==> src/rtl/new_cache_types.sv <==
// Shared types and sizing for the cache line / memory burst datapath.
package new_cache_types;

    localparam int unsigned s_line     = 256;
    localparam int unsigned s_burst    = 64;
    localparam int unsigned num_bursts = s_line / s_burst;
    localparam int unsigned cnt_w      = $clog2(num_bursts);
    localparam int unsigned addr_w     = 32;
    localparam int unsigned off_w      = $clog2(s_line / 8);

    typedef enum logic [2:0] {
        IDLE,
        RD_BURST,
        RD_DONE,
        WR_BURST,
        WR_DONE
    } adapter_state_t;

endpackage

==> src/rtl/new_cacheline_adapter.sv <==
// Converts one 256-bit cache line request into a 4-beat 64-bit memory burst.
module new_cacheline_adapter
    import new_cache_types::*;
(
    input  logic                clk,
    input  logic                rst,
    input  logic [s_line-1:0]   line_i,
    output logic [s_line-1:0]   line_o,
    input  logic [addr_w-1:0]   address_i,
    input  logic                read_i,
    input  logic                write_i,
    output logic                resp_o,
    input  logic [s_burst-1:0]  burst_i,
    output logic [s_burst-1:0]  burst_o,
    output logic [addr_w-1:0]   address_o,
    output logic                read_o,
    output logic                write_o,
    input  logic                resp_i
);

    adapter_state_t                      state;
    logic [cnt_w-1:0]                    cnt;
    logic [cnt_w-1:0]                    cnt_nxt;
    logic                                last_beat;
    logic [num_bursts-1:0][s_burst-1:0]  line_buf;
    logic                                unused_offset;

    assign cnt_nxt       = cnt + cnt_w'(1);
    assign last_beat     = (cnt == cnt_w'(num_bursts - 1));
    assign line_o        = line_buf;
    assign unused_offset = ^address_i[off_w-1:0];

    // Memory-side outputs are registered alongside the state so they change
    // in the same cycle the state does.
    always_ff @(posedge clk or negedge rst) begin
        if (!rst) begin
            state     <= IDLE;
            cnt       <= '0;
            line_buf  <= '0;
            address_o <= '0;
            burst_o   <= '0;
            resp_o    <= 1'b0;
            read_o    <= 1'b0;
            write_o   <= 1'b0;
        end else begin
            case (state)
                IDLE: begin
                    resp_o <= 1'b0;
                    if (write_i) begin
                        line_buf  <= line_i;
                        address_o <= {address_i[addr_w-1:off_w], off_w'(0)};
                        cnt       <= '0;
                        burst_o   <= line_i[s_burst-1:0];
                        write_o   <= 1'b1;
                        state     <= WR_BURST;
                    end else if (read_i) begin
                        address_o <= {address_i[addr_w-1:off_w], off_w'(0)};
                        cnt       <= '0;
                        read_o    <= 1'b1;
                        state     <= RD_BURST;
                    end
                end
                RD_BURST: begin
                    if (resp_i) begin
                        line_buf[cnt] <= burst_i;
                        cnt           <= cnt_nxt;
                        if (last_beat) begin
                            read_o <= 1'b0;
                            resp_o <= 1'b1;
                            state  <= RD_DONE;
                        end
                    end
                end
                WR_BURST: begin
                    if (resp_i) begin
                        cnt     <= cnt_nxt;
                        burst_o <= line_buf[cnt_nxt];
                        if (last_beat) begin
                            write_o <= 1'b0;
                            resp_o  <= 1'b1;
                            state   <= WR_DONE;
                        end
                    end
                end
                RD_DONE, WR_DONE: begin
                    resp_o <= 1'b0;
                    state  <= IDLE;
                end
                default: begin
                    resp_o  <= 1'b0;
                    read_o  <= 1'b0;
                    write_o <= 1'b0;
                    state   <= IDLE;
                end
            endcase
        end
    end

endmodule

==> config.mk <==
export PLATFORM = sky130hd
export DESIGN_NAME = new_cacheline_adapter
export DESIGN_NICKNAME = d
export VERILOG_FILES = /design/src/rtl/new_cache_types.sv /design/src/rtl/new_cacheline_adapter.sv
export SDC_FILE = /design/constraint.sdc
export NUM_CORES = 1
export LEC_CHECK = 0
export CAP_MARGIN = 20
export CORE_AREA = 5 5 273 275
export DETAILED_ROUTE_END_ITERATION = 10
export DIE_AREA = 0 0 278 280
export MAX_ROUTING_LAYER = met4
export PLACE_DENSITY = 0.63
export RECOVER_POWER = 100
export SYNTH_ARGS = -nofsm -noshare
export SYNTH_HDL_FRONTEND = slang
export SYNTH_SLANG_ARGS = --single-unit
==> constraint.sdc <==
create_clock -name clk -period 2.5 [get_ports clk]
set_input_delay 0.5 -clock clk [delete_from_list [all_inputs] [get_ports clk]]
set_output_delay 0.5 -clock clk [all_outputs]
set_load 0.01 [all_outputs]
==> impl_metrics.tcl <==
set metrics [dict create \
    fin_tns_setup_ps 0 \
    required_ps 2000 \
    ctsHtreeMaxLevel 2 \
    drt_first_pass_iters 7 \
    final-setup-viol-count 0 \
    path_buf_inv 1 \
    crit_chain "dlygate4sd3_1" \
    tightest_slew_ps 1315 \
    vias 18229 \
    synth-edff-count 0 \
    cp-start-kind "flop" \
    die_y_microns 280 \
    internal_power_uw 22720 \
    critPathMaxFanout 4 \
    p_total_uw 40370 \
    grt_start_max_net_pins 68 \
    maxSlewViolCount 0 \
    ant_nets 0 \
    vias_per_cell 5.047 \
    cp-end-kind "primary output" \
    cts_buffers 44 \
    rsz0062_at_grt "no" \
    antenna_found_initial 9 \
    status "completed" \
    ys.flop_type "dfrtp_1" \
    place.gp.congestion 0.9144 \
    dp_hpwl_microns 59490 \
    fin_area_sq_mm 0.02752 \
    synth-seq-cells 355 \
    ir_drop_v 0.0008276 \
    dp.cells 3529 \
    final_common_cell "nand2_1" \
    final_cell_mix "nand2_1 (390), dfrtp_1 (354), dlygate4sd3_1 (351)" \
    grt_pass1_vias 18043 \
    path_clk_slew_ps 60 \
    comb_power_share_pct 56.6 \
    yosys_warnings 0 \
    netlist_area_sq_mm 0.01783 \
    max_freq_mhz 439.8 \
    r2r-start "state[0]" \
    rows 99 \
    ios 712 \
    pwr-share-clk_pct 15.5 \
    cts-root-buf "clkbuf_16" \
    syn_area_per_cell_sq_um 9.015 \
    critPathArrivalTime_ps 1770 \
    clock_latency_ps 550 \
    n_fill_cell 7256 \
    swShare_pct 43.72 \
    clock_sinks 355 \
    critical_path_class "reg -> out" \
    synth-seq-area-share_pct 49.82 \
    stdcell_count 3612 \
    cpLargestDelayFamily "buffers and inverters" \
    r2r_setup_slack_ps 240 \
    synth_cells 1978 \
    hold_violations 0 \
    wl_per_cell_microns 23.34 \
    grt-ovfl-total 0 \
    drt_iter0_drc 1489 \
    p_per_area_mw_per_mm2 1467 \
    r2r_cells 7 \
    max_slew_margin_pct 12.36 \
    portBuffers 701 \
    cap_viol_max_count 0 \
    drc 0 \
    grt_usage_pct 21.11 \
    ys_types 29 \
    cts_tree "done" \
    fin_nets 2978 \
    cp-startpoint "write_o" \
    cts_resized 0 \
    skew_ps 11.78 \
    drive_gt1_share_pct 8.283 \
    min_path_type "in -> async" \
    dieArea_sq_mm 0.07784 \
    critPathMaxStageDelay_ps 810 \
    wl_microns 84310 \
    cts_buffer_depth 3 \
    r2r-end "line_o[124]" \
    grt_pass1_wl_microns 122500 \
    p_seq_share_pct 27.9 \
    min_period_ps 2274 \
    die_x_microns 278 \
    async_reset_ff_share_pct 100.0 \
    post-route-period-util_pct 90.95 \
    fp.coreArea_sq_mm 0.07209 \
    net-switching-power_uw 17650 \
    p_leak_uw 0.01059 \
    initial_core_util_pct 24.73 \
    placed_area_sq_mm 0.02633 \
    cp_slowest_cell "dlygate4sd3_1" \
    synthToLayoutAreaGrowth_pct 54.35 \
]
cell families after synthesis:
kind of cell / share of synthesized area [%]
DFF: 49.82
adders and majority gates: 0.2807
AOI/OAI and AO/OA: 11.73
other: 0.02103
muxes: 9.845
buffers and inverters: 5.424
and+or+nand+nor: 22.88
flip-flops by register name, indices dropped and copies added (netlist names):
signal and count:
address_o 27, burst_o 64, cnt 2, line_o 256, read_o 1, resp_o 1, state 3, write_o 1
routing by layer:
layer,up-vias,GRT usage (%),wire (microns)
met5,-,-,0
met3,159,4.576,7091
li1,8261,-,-
met4,0,6.872,2882
met1,8917,26.51,33220
met2,892,34.29,41110
cells in the mapped netlist, drive strengths merged (2+ instances only):
library cell / n / area, sq um
a21oi: 10 / 50.05
a31oi: 321 / 2008
buf: 129 / 693.2
clkbuf: 68 / 255.2
dfrtp: 355 / 8884
ha: 4 / 50.05
inv: 5 / 18.77
mux2: 27 / 304.0
mux4: 64 / 1441
nand2: 391 / 1468
nand3: 260 / 1301
nand4b: 2 / 17.52
nor2: 325 / 1220
nor3b: 2 / 15.01
o21ai: 5 / 25.02
worst max path at each step:
stage | to | slack, ps | depth (start not counted)
finish | write_o | 230 | 1
global route | line_o[123] | 90 | 7
CTS | write_o | 170 | 1
detailed placement | line_o[67] | 80 | 7
global placement | line_o[254] | 120 | 7
floorplan | burst_o[22] | 130 | 9
stage by stage:
step / hold slack [ps] / utilization, % / setup WS, ps
floorplan: 204.4 / - / 133.2
global placement: 469.0 / 36.53 / 118.1
global route: 477.3 / 38.18 / 93.76
finish: 472.1 / 38.18 / 226.3
CTS: 452.0 / 38.42 / 172.1
detailed placement: 477.9 / 36.53 / 82.21
power groups by stage:
| stage | combinational (uW) | sequential, uW | clock, uW |
|---|---|---|---|
| after floorplan | 10800 | 12000 | 0 |
| after global placement | 23900 | 11300 | 0 |
| after detailed placement | 24100 | 11400 | 0 |
| after CTS | 24200 | 11400 | 6410 |
| after global routing | 24500 | 11600 | 6620 |
| final | 22800 | 11300 | 6260 |
what timing repair did:
action                    CTS  global route
hold endpoints to repair   40             0
buffers inserted            0             0
hold buffers                1             0
final cells by class:
cell class / count / area [sq um] / share of cell area, %
inverters: 5 / 18.77 / 0.06819
multi-input cells: 1425 / 8046 / 29.24
well taps: 959 / 1200 / 4.360
clock inverters: 8 / 93.84 / 0.3410
diodes: 9 / 22.52 / 0.08183
repair buffers: 786 / 7991 / 29.04
clock buffers: 65 / 1261 / 4.583
flip-flops and latches: 355 / 8887 / 32.29
Power figures use the tool's default switching activity.
==> patch 1, RTL diff (config.mk and constraints unchanged) <==
The package constant `s_burst` goes from 64 to 128.
--- a/src/rtl/new_cache_types.sv
+++ b/src/rtl/new_cache_types.sv
@@ -3,5 +3,5 @@
 
     localparam int unsigned s_line     = 256;
-    localparam int unsigned s_burst    = 64;
+    localparam int unsigned s_burst    = 128;
     localparam int unsigned num_bursts = s_line / s_burst;
     localparam int unsigned cnt_w      = $clog2(num_bursts);
Interface: changed (resized burst_i and burst_o); port bits go from 712 to 840. No check against the original RTL was run, so the function may have changed too.
==> patch 1 against the unedited design <==
Worst setup slack better by 0.74 ps; fmax barely moved; design area grew 18%; sequential share of layout area about the same; power increased by 6.4%; synthesized area grew 20%; critical endpoint is now line_o[207]; sequential power is 9.7% higher; routed wire length is 5.3% higher; sequential cell count grew 63.
==> patch 1: results (changes against the unedited design) <==
first-pass GRT wire length=130000 um (was 123000 um); DR top layer=met4 (unchanged); synth unique cells=31 (was 29); met2 WL=42700 um (was 41100 um); GR Util met2=35.8% (was 34.3%); Clock Latency Late Sink=580 ps (was 550 ps); layout cells sized above 1=8.15% (was 8.28%); RR Startpoint=state[2] (was state[0]); largest net degree at the start of global routing=104 (was 68); Ys Warns=0 (unchanged); Port-buffer cells=829 (was 701); met1 usage=27.6% (was 26.5%); Post-synth top cells=a21oi_1 (513), dfrtp_1 (418), nor2_1 (267) (was nand2_1 (391), dfrtp_1 (355), nor2_1 (325)); reg-to-reg endpoint=line_o[207] (was line_o[124]); hpwl dp=67100 um (was 59500 um); WL met1=36700 um (was 33200 um); Detailed Route WL=88700 um (was 84300 um); Initial DRT Pass Iterations=5 (was 7); family with the most delay on the worst path=simple AND/OR/NAND/NOR gates (was buffers and inverters); post-synthesis sequential area ratio=48.9% (was 49.8%); worst clock skew=16.7 ps (was 11.8 ps); met3 WL=5730 um (was 7090 um); leading post-synthesis cells by cell area=dfrtp_1 (49%), a21oi_1 (12%), o21ai_0 (6.1%) (was dfrtp_1 (50%), a31oi_1 (11%), nand2_1 (8.2%)); Rel. slew slack=8.99% (was 12.4%); Sequential Power=0.0124 W (was 0.0113 W); CP max FO=34 (was 4); fin nets=3574 (was 2978); leakage=13.9 nW (was 10.6 nW); status=finished clean (unchanged); Combinational Power Share=54.4% (was 56.6%); hold slack=442 ps (was 472 ps); CP max-delay cell=nor3b_1 (was dlygate4sd3_1); Max VDD drop=0.707 mV (was 0.828 mV); vias=20306 (was 18229); total global routing track utilization=22.2% (was 21.1%); slowest stage delay, CP=610 ps (was 810 ps); Final GP Congestion=0.905 (was 0.914); worst r2r path cells=6 (was 7)
patch 1: changes by cell type in the layout (fill, tap and decap cells not counted), sizes merged, moves of 127 or more:
cell   change
o21ai    +256
nand3    -259
nor3b    +128
and3     +129
a21oi    +503
a31oi    -321
nand2    -132
mux2i    +127
patch 1: cells by family (layout without fill, tap and decap cells):
group | count (synthesis) | after routing | share of synthesized area [%]
AOI/OAI and AO/OA | 778 | 778 | 18.3
buffers and inverters | 223 | 1036 | 4.88
DFF | 418 | 418 | 48.9
muxes | 156 | 156 | 7.47
other | 1 | 19 | 0.0175
and+or+nand+nor | 797 | 797 | 20.4
patch 1: how the worst max path moves through the flow:
stage,from,to,cells after the start
global route,rst,line_o[15],3
global placement,write_i,burst_o[101],6
finish,state[2],line_o[207],6
detailed placement,resp_i,line_o[45],7
floorplan,write_i,burst_o[40],8
CTS,line_o[129],line_o[129],1
patch 1: cell type report:
class / instances / area (um^2)
tap: 959 / 1200
antenna: 14 / 35.0
clock buffer: 81 / 1530
clock inverter: 9 / 76.3
sequential: 418 / 10500
inverter: 1 / 3.75
fill: 7114 / 39700
timing repair buffer: 945 / 9420
multi-input combinational: 1736 / 9650
patch 1: metrics by stage:
| step | power, W | util [%] | cells | area [um^2] | setup slack (ps) |
|---|---|---|---|---|---|
| after detailed placement | 0.0378 | 43.3 | 4058 | 31200 | 149 |
| final | 0.0429 | 44.9 | 4163 | 32400 | 227 |
| after floorplan | 0.0251 | - | 2377 | 21400 | 616 |
| after CTS | 0.0452 | 45.6 | 4149 | 32900 | 204 |
| after global placement | 0.0375 | 43.3 | 4058 | 31200 | 176 |
| after global routing | 0.0460 | 44.9 | 4163 | 32400 | 104 |
==> patch 2, RTL diff (same settings) <==
Made on the original files. Register the output `write_o` once more, with the module's reset; this adds one clock of latency there. The other outputs are not delayed to match.
--- a/src/rtl/new_cacheline_adapter.sv
+++ b/src/rtl/new_cacheline_adapter.sv
@@ -18,4 +18,6 @@
     input  logic                resp_i
 );
+
+    logic write_s0;
 
     adapter_state_t                      state;
@@ -42,5 +44,5 @@
             resp_o    <= 1'b0;
             read_o    <= 1'b0;
-            write_o   <= 1'b0;
+            write_s0  <= 1'b0;
         end else begin
             case (state)
@@ -52,5 +54,5 @@
                         cnt       <= '0;
                         burst_o   <= line_i[s_burst-1:0];
-                        write_o   <= 1'b1;
+                        write_s0  <= 1'b1;
                         state     <= WR_BURST;
                     end else if (read_i) begin
@@ -77,5 +79,5 @@
                         burst_o <= line_buf[cnt_nxt];
                         if (last_beat) begin
-                            write_o <= 1'b0;
+                            write_s0 <= 1'b0;
                             resp_o  <= 1'b1;
                             state   <= WR_DONE;
@@ -90,5 +92,5 @@
                     resp_o  <= 1'b0;
                     read_o  <= 1'b0;
-                    write_o <= 1'b0;
+                    write_s0 <= 1'b0;
                     state   <= IDLE;
                 end
@@ -97,4 +99,12 @@
     end
 
+    always_ff @(posedge clk or negedge rst) begin
+        if (!rst) begin
+            write_o <= '0;
+        end else begin
+            write_o <= write_s0;
+        end
+    end
+
 endmodule
 
Function: not settled (the Yosys comparison gave no result); the edit may change what the design does.
==> patch 2 against the unedited design <==
The run now ends with capacitance limit, slew limit left; synthesized area rose by 0.14%; design area rose by 0.62%; routed wire length fell by 0.96%; sequential cell count rose by 1; worst setup slack got worse by 27 ps; clock power rose by 3.7%; synthesized cell count barely moved; power rose by 0.43%; critical path type is now flip-flop to flip-flop; critical endpoint is now address_o[21]; highest routed layer unchanged.
==> patch 2: results (changes against the unedited design) <==
Detailed Route WL=83500 um (was 84300 um); worst clock skew=18.0 ps (was 11.8 ps); family with the most delay on the worst path=simple AND/OR/NAND/NOR gates (was buffers and inverters); leading post-synthesis cells by cell area=dfrtp_1 (50%), a31oi_1 (11%), nand2_1 (8.2%) (unchanged); first-pass GRT wire length=122000 um (was 123000 um); antenna violations before repair=11 (was 9); Worst Path Arrival=2730 ps (was 1770 ps); Final GP Congestion=0.934 (was 0.914); flop-to-flop setup slack=200 ps (was 240 ps); hpwl dp=59100 um (was 59500 um); max-cap violation count=1 (was 0); post-synthesis sequential area ratio=49.9% (was 49.8%); met1 usage=26.4% (was 26.5%); status=finished with violations (was finished clean); hold slack=478 ps (was 472 ps); Max VDD drop=1.00 mV (was 0.828 mV); met3 GRT Util=4.36% (was 4.58%); internal power=0.0230 W (was 0.0227 W); failing checks=capacitance limit, slew limit; CP max-delay cell=dfrtp_1 (was dlygate4sd3_1); largest net degree at the start of global routing=74 (was 68); fin. max-slew vios=48 (was 0); Post-synth top cells=nand2_1 (391), dfrtp_1 (356), nor2_1 (325) (was nand2_1 (391), dfrtp_1 (355), nor2_1 (325)); Vias/cell=5.09 (was 5.05); Initial DRT Pass Iterations=6 (was 7); worst slew pin tran=1540 ps (was 1310 ps); vias in the first global route=17889 (was 18043); leakage=10.7 nW (was 10.6 nW); worst hold-check path type=flip-flop to flip-flop (was input pin to asynchronous set/reset pin); starting DRC count in detailed routing=1709 (was 1489); reg-to-reg endpoint=address_o[21] (was line_o[124]); # fillers=7283 (was 7256); total global routing track utilization=20.9% (was 21.1%); worst r2r path cells=4 (was 7)
[patch 2: worst max path at each step]
stage | to | startpoint
2_1_floorplan | burst_o[22] | cnt[0]
3_3_place_gp | line_o[5] | write_i
3_5_place_dp | line_o[2] | write_i
4_1_cts | line_o[2] | state[0]
5_1_grt | line_o[220] | rst
6_report | address_o[21] | state[2]
[patch 2: metal layers]
metal,wire length [um],part of all wire (%),vias to the layer above
li1,-,-,8279
met1,33000,40,8963
met2,40200,48,963
met3,7000,8.4,186
met4,3230,3.9,0
met5,0,0,-
[patch 2: stage by stage]
step | util, % | std cells | total power [W] | worst slack [ps]
after floorplan | - | 1983 | 0.0229 | 133
after global placement | 36.6 | 3530 | 0.0351 | 103
after detailed placement | 36.6 | 3530 | 0.0354 | 73.2
after CTS | 38.6 | 3603 | 0.0420 | 282
after global routing | 38.4 | 3613 | 0.0429 | 72.8
final | 38.4 | 3615 | 0.0405 | 199
[patch 2: power by group through the flow]
stage,logic (W),clock network [W],registers (W)
floorplan,0.0108,0,0.0120
global placement,0.0239,0,0.0113
detailed placement,0.0241,0,0.0114
CTS,0.0241,0.00663,0.0113
global route,0.0245,0.00683,0.0116
finish,0.0229,0.00649,0.0112
[patch 2: cells by family after synthesis]
family / after synthesis / share of synthesized area, %
and+or+nand+nor: 987 / 22.8
DFF: 356 / 49.9
AOI/OAI and AO/OA: 337 / 11.7
buffers and inverters: 202 / 5.42
muxes: 92 / 9.83
adders and majority gates: 4 / 0.280
other: 1 / 0.0210
[patch 2: layout make-up]
cell class / instances / area share, %
Sequential cell: 356 / 32.2
Multi-Input combinational cell: 1425 / 29.3
Timing Repair Buffer: 786 / 28.9
Clock buffer: 58 / 4.38
Tap cell: 959 / 4.33
Clock inverter: 14 / 0.741
Antenna cell: 12 / 0.108
Inverter: 5 / 0.0678
